**config.mk**
```make
export PLATFORM = sky130hd
export DESIGN_NAME = decode_writeback
export DESIGN_NICKNAME = d
export VERILOG_FILES = /design/src/rtl/y86_pkg.sv /design/src/rtl/regfile_15x64.sv /design/src/rtl/decode_writeback.sv
export SDC_FILE = /design/constraint.sdc
export NUM_CORES = 2
export LEC_CHECK = 0
export BUFFER_PORTS_ARGS = -buffer_cell sky130_fd_sc_hd__buf_4
export CORE_MARGIN = 1.5
export CORE_UTILIZATION = 38
export DETAILED_ROUTE_END_ITERATION = 16
export PLACE_DENSITY = 0.57
export SLEW_MARGIN = 25
export SYNTH_ARGS = -nofsm -noshare
export SYNTH_HDL_FRONTEND = slang
export SYNTH_SLANG_ARGS = --single-unit
```
**constraint.sdc**
```tcl
create_clock -name clk -period 8.7 [get_ports clk]
set_input_delay 1.74 -clock clk [delete_from_list [all_inputs] [get_ports clk]]
set_output_delay 1.74 -clock clk [all_outputs]
set_load 0.02 [all_outputs]
```
**src/rtl/y86_pkg.sv**
```systemverilog
// Shared Y86 decode constants: instruction codes and register IDs.
package y86_pkg;

    localparam int unsigned ID_W = 4;

    localparam logic [3:0] I_HALT   = 4'h0;
    localparam logic [3:0] I_NOP    = 4'h1;
    localparam logic [3:0] I_RRMOVQ = 4'h2;
    localparam logic [3:0] I_IRMOVQ = 4'h3;
    localparam logic [3:0] I_RMMOVQ = 4'h4;
    localparam logic [3:0] I_MRMOVQ = 4'h5;
    localparam logic [3:0] I_OPQ    = 4'h6;
    localparam logic [3:0] I_JXX    = 4'h7;
    localparam logic [3:0] I_CALL   = 4'h8;
    localparam logic [3:0] I_RET    = 4'h9;
    localparam logic [3:0] I_PUSHQ  = 4'hA;
    localparam logic [3:0] I_POPQ   = 4'hB;

    localparam logic [3:0] R_RAX = 4'h0;
    localparam logic [3:0] R_RCX = 4'h1;
    localparam logic [3:0] R_RDX = 4'h2;
    localparam logic [3:0] R_RBX = 4'h3;
    localparam logic [3:0] RSP   = 4'h4;
    localparam logic [3:0] R_RBP = 4'h5;
    localparam logic [3:0] R_RSI = 4'h6;
    localparam logic [3:0] R_RDI = 4'h7;
    localparam logic [3:0] R_R8  = 4'h8;
    localparam logic [3:0] R_R9  = 4'h9;
    localparam logic [3:0] R_R10 = 4'hA;
    localparam logic [3:0] R_R11 = 4'hB;
    localparam logic [3:0] R_R12 = 4'hC;
    localparam logic [3:0] R_R13 = 4'hD;
    localparam logic [3:0] R_R14 = 4'hE;
    localparam logic [3:0] RNONE = 4'hF;

endpackage

```
**src/rtl/regfile_15x64.sv**
```systemverilog
// 15-entry Y86 register file: two async read ports plus debug port,
// two sync write ports with M taking priority over E on collision.
module regfile_15x64
    import y86_pkg::*;
#(
    parameter int unsigned DATA_W   = 64,
    parameter logic [63:0] RSP_INIT = 64'd1000
) (
    input  logic              clk,
    input  logic              rst,
    input  logic              i_wr_en,
    input  logic [ID_W-1:0]   i_dst_e,
    input  logic [DATA_W-1:0] i_val_e,
    input  logic [ID_W-1:0]   i_dst_m,
    input  logic [DATA_W-1:0] i_val_m,
    input  logic [ID_W-1:0]   i_src_a,
    input  logic [ID_W-1:0]   i_src_b,
    input  logic [ID_W-1:0]   i_dbg_sel,
    output logic [DATA_W-1:0] o_val_a,
    output logic [DATA_W-1:0] o_val_b,
    output logic [DATA_W-1:0] o_dbg_val
);

    localparam int unsigned NREGS = 15;

    logic [DATA_W-1:0] r_regs [NREGS];

    // M write placed after E so it wins when both target the same register
    always_ff @(posedge clk) begin
        if (rst) begin
            for (int i = 0; i < NREGS; i++) begin
                r_regs[i] <= '0;
            end
            r_regs[RSP] <= DATA_W'(RSP_INIT);
        end else if (i_wr_en) begin
            if (i_dst_e != RNONE) begin
                r_regs[i_dst_e] <= i_val_e;
            end
            if (i_dst_m != RNONE) begin
                r_regs[i_dst_m] <= i_val_m;
            end
        end
    end

    // Index F has no storage and reads as zero
    always_comb begin
        o_val_a   = '0;
        o_val_b   = '0;
        o_dbg_val = '0;
        if (i_src_a != RNONE) begin
            o_val_a = r_regs[i_src_a];
        end
        if (i_src_b != RNONE) begin
            o_val_b = r_regs[i_src_b];
        end
        if (i_dbg_sel != RNONE) begin
            o_dbg_val = r_regs[i_dbg_sel];
        end
    end

endmodule

```
**src/rtl/decode_writeback.sv**
```systemverilog
// SEQ decode/writeback stage: selects register IDs from icode/rA/rB and
// drives the register file read and writeback ports.
module decode_writeback
    import y86_pkg::*;
#(
    parameter logic [63:0] RSP_INIT = 64'd1000,
    parameter int unsigned DATA_W   = 64
) (
    input  logic              clk,
    input  logic              rst,
    input  logic [3:0]        icode,
    input  logic [3:0]        rA,
    input  logic [3:0]        rB,
    input  logic              cnd,
    input  logic [DATA_W-1:0] valE,
    input  logic [DATA_W-1:0] valM,
    input  logic              wb_en,
    output logic [3:0]        srcA,
    output logic [3:0]        srcB,
    output logic [3:0]        dstE,
    output logic [3:0]        dstM,
    output logic [DATA_W-1:0] valA,
    output logic [DATA_W-1:0] valB,
    input  logic [3:0]        dbg_sel,
    output logic [DATA_W-1:0] dbg_val
);

    logic [3:0] w_src_a;
    logic [3:0] w_src_b;
    logic [3:0] w_dst_e;
    logic [3:0] w_dst_m;

    // Register ID selection; anything not listed (halt, nop, jXX, invalid) uses none
    always_comb begin
        w_src_a = RNONE;
        w_src_b = RNONE;
        w_dst_e = RNONE;
        w_dst_m = RNONE;
        case (icode)
            I_RRMOVQ: begin
                w_src_a = rA;
                w_dst_e = cnd ? rB : RNONE;
            end
            I_IRMOVQ: w_dst_e = rB;
            I_RMMOVQ: begin
                w_src_a = rA;
                w_src_b = rB;
            end
            I_MRMOVQ: begin
                w_src_b = rB;
                w_dst_m = rA;
            end
            I_OPQ: begin
                w_src_a = rA;
                w_src_b = rB;
                w_dst_e = rB;
            end
            I_CALL: begin
                w_src_b = RSP;
                w_dst_e = RSP;
            end
            I_RET: begin
                w_src_a = RSP;
                w_src_b = RSP;
                w_dst_e = RSP;
            end
            I_PUSHQ: begin
                w_src_a = rA;
                w_src_b = RSP;
                w_dst_e = RSP;
            end
            I_POPQ: begin
                w_src_a = RSP;
                w_src_b = RSP;
                w_dst_e = RSP;
                w_dst_m = rA;
            end
            default: ;
        endcase
    end

    assign srcA = w_src_a;
    assign srcB = w_src_b;
    assign dstE = w_dst_e;
    assign dstM = w_dst_m;

    regfile_15x64 #(
        .DATA_W   (DATA_W),
        .RSP_INIT (RSP_INIT)
    ) u_regfile (
        .clk       (clk),
        .rst       (rst),
        .i_wr_en   (wb_en),
        .i_dst_e   (w_dst_e),
        .i_val_e   (valE),
        .i_dst_m   (w_dst_m),
        .i_val_m   (valM),
        .i_src_a   (w_src_a),
        .i_src_b   (w_src_b),
        .i_dbg_sel (dbg_sel),
        .o_val_a   (valA),
        .o_val_b   (valB),
        .o_dbg_val (dbg_val)
    );

endmodule
```
==> flow_metrics.tcl <==
set metrics [dict create \
    synth_seq_cells 1024 \
    grt-ovfl-total 0 \
    powerDensity_mw_per_mm2 183 \
    cp-start-kind "primary input" \
    start_util_pct 38.2 \
    die_h_um 426 \
    post-route-drc-count 0 \
    endpoint_kind "output pin" \
    switching_share_pct 31.6 \
    synthArstFlopShare_pct 0 \
    dpl_cell_area_mm2 0.0726 \
    intPower_uw 9600 \
    grt_max_degree 171 \
    timing.fmax_mhz 135 \
    pwr-share-clk_pct 36.0 \
    fin_setup_tns_ns 0 \
    largest_register_ffs 1024 \
    avgRoutedWirePerCell_um 38.4 \
    htreeDepth 3 \
    vias_per_cell 7.29 \
    path_class "in -> out" \
    antenna_left 0 \
    p_seq_share_pct 42.6 \
    critPathRequiredTime_ns 6.96 \
    cts_setup_buffers 0 \
    root_buffer "clkbuf_16" \
    arrival_ns 5.69 \
    place_congestion 0.912 \
    ys_warn_count 0 \
    synth_top_area_cell "edfxtp_1" \
    fp.dieW_um 426 \
    synth_area_leaders "edfxtp_1, a22o_1, mux4_2" \
    drv_slew 0 \
    switchingPower_uw 4430 \
    yosys-top-cells-count "nand2_1, edfxtp_1, a22o_1" \
    cp_cell_sequence "buf_6, nand2b_1, o31ai_4, buf_12, a21oi_1, a211oi_1, a31oi_1, o21ai_0, buf_4" \
    largestRegisters "u_regfile.r_regs: 1024 flops" \
    grt_use_total_pct 35.4 \
    ys_types 69 \
    die-area_mm2 0.181 \
    hold_slack_ns 1.29 \
    fillers 16600 \
    grt_pass1_vias 59800 \
    grt_pass1_wl_um 460000 \
    hold_class "in -> reg" \
    ys_seq_area_share_pct 45.3 \
    cts_sinks 1024 \
    drtPass1Iterations 9 \
    dp_hpwl_um 183000 \
    p_leak_uw 0.0269 \
    cts_buffers 117 \
    status "finished clean" \
    final-hold-violation-count 0 \
    max_slew_margin_pct 21.5 \
    rsz0062_at_grt "false" \
    maxCapViolations 0 \
    ioPinCount 356 \
    ctsHoldBuffers 0 \
    slowest_delay_ns 0.91 \
    power_uw 14000 \
    clk_path_buf_depth 3 \
    syn_area_mm2 0.0679 \
    antenna_found_initial 32 \
    p_comb_share_pct 21.4 \
    fin_crit_ns 7.43 \
    core-area_mm2 0.178 \
    fin_nets 6315 \
    syn_inst 6314 \
    critPathMaxFanout 138 \
    routed-via-count 63000 \
    fin_area_mm2 0.0765 \
    peakVddDrop_uv 162 \
    cts-resized-gates 0 \
    num_rows 155 \
    setup_viol 0 \
    syn_avg_cell_area_um2 10.8 \
    portBuffers 355 \
    crit_slowest_cell "o21ai_0" \
    period_share_pct 85.4 \
    drive_gt1_share_pct 18.8 \
    drt_first_iter_violations 11100 \
    drt-total-wl_um 332000 \
    area_delta_synth_final_pct 12.5 \
    synth_top_area_share_pct 45.3 \
    synth_ff_type "edfxtp_1" \
    path_clk_slew_ns 0.07 \
    regMostFlops "u_regfile.r_regs" \
    worstMarginPinSlew_ns 1.18 \
    synth-edff-count 1024 \
    tritoncts "built" \
    synth_most_common_cell "nand2_1" \
]
power by group through the flow:
stage	sequential (uW)	combinational, uW	clock [uW]
6_report	5980	3010	5040
5_1_grt	6000	3100	5220
4_1_cts	5960	2930	5030
3_5_place_dp	6060	2920	0
3_3_place_gp	6050	2900	0
2_1_floorplan	5980	1710	0
worst max-delay path, delay by kind of cell:
| kind | cells | cell delay (ns) |
|---|---|---|
| AO/OA/AOI/OAI | 5 | 1.95 |
| buffers and inverters | 3 | 1.42 |
| AND/OR/NAND/NOR | 1 | 0.46 |
stage by stage:
| stage | instances | utilization [%] | setup slack [ns] |
|---|---|---|---|
| after floorplan | 6377 | - | 3.11 |
| after CTS | 8621 | 42.9 | 1.35 |
| after detailed placement | 8400 | 40.8 | 1.37 |
| after global routing | 8637 | 42.9 | 1.29 |
| final | 8645 | 42.9 | 1.27 |
| after global placement | 8397 | 40.7 | 1.39 |
final timing paths:
kind | startpoint | slack, ns | end | cells past startpoint
max | icode[2] | 1.27 | valB[21] | 9
min | valE[17] | 1.29 | u_regfile.r_regs[15][17] | 1
cells in the final DEF (no fill, tap or decap), types with 22 or more instances in the layout:
master     instances
conb_1            64
buf_4            496
nor2_4            27
a22o_1           954
mux2_2            65
mux4_2           321
buf_12            40
edfxtp_1        1024
a31oi_1           65
o21ai_0           95
nand3_1          498
clkinv_1          35
a32oi_1           65
a221oi_1          86
nor2b_1          121
o21ai_1           28
o21a_1            52
a222oi_1          63
nand4_1           68
clkinv_2          22
a221o_1          115
a211oi_1         117
a21oi_1          203
mux2i_1          127
nand2_1         1139
clkbuf_16        119
o22a_1            70
layer usage:
metal	wire [um]	vias up	global-route usage [%]	part of all wire [%]
li1	-	24700	-	-
met2	146000	5750	53.6	44
met5	127	-	0	0.038
met1	115000	31100	44.1	35
met4	26800	20	25.4	8.1
met3	43000	1396	8.85	13
cells by family (layout without fill, tap and decap cells):
logic type	count (synthesis)	count (layout)	synth area share, %
compound gates	1942	1942	23.0
buf+inv	891	783	5.48
other cells	1	85	0.00552
flops	1024	1024	45.3
mux	514	514	13.6
simple gates	1942	1942	12.6
area by class of cell:
class / count / area, um^2 / share of cell area (%)
Inverter: 14 / 82.6 / 0.108
Sequential cell: 1024 / 30700 / 40.2
Clock buffer: 139 / 3050 / 3.99
Antenna cell: 21 / 52.6 / 0.0687
Clock inverter: 82 / 698 / 0.913
Multi-Input combinational cell: 4462 / 34200 / 44.7
Timing Repair Buffer: 548 / 4730 / 6.19
Tap cell: 2355 / 2950 / 3.85
Note: power is estimated with default switching activity, not from simulation.
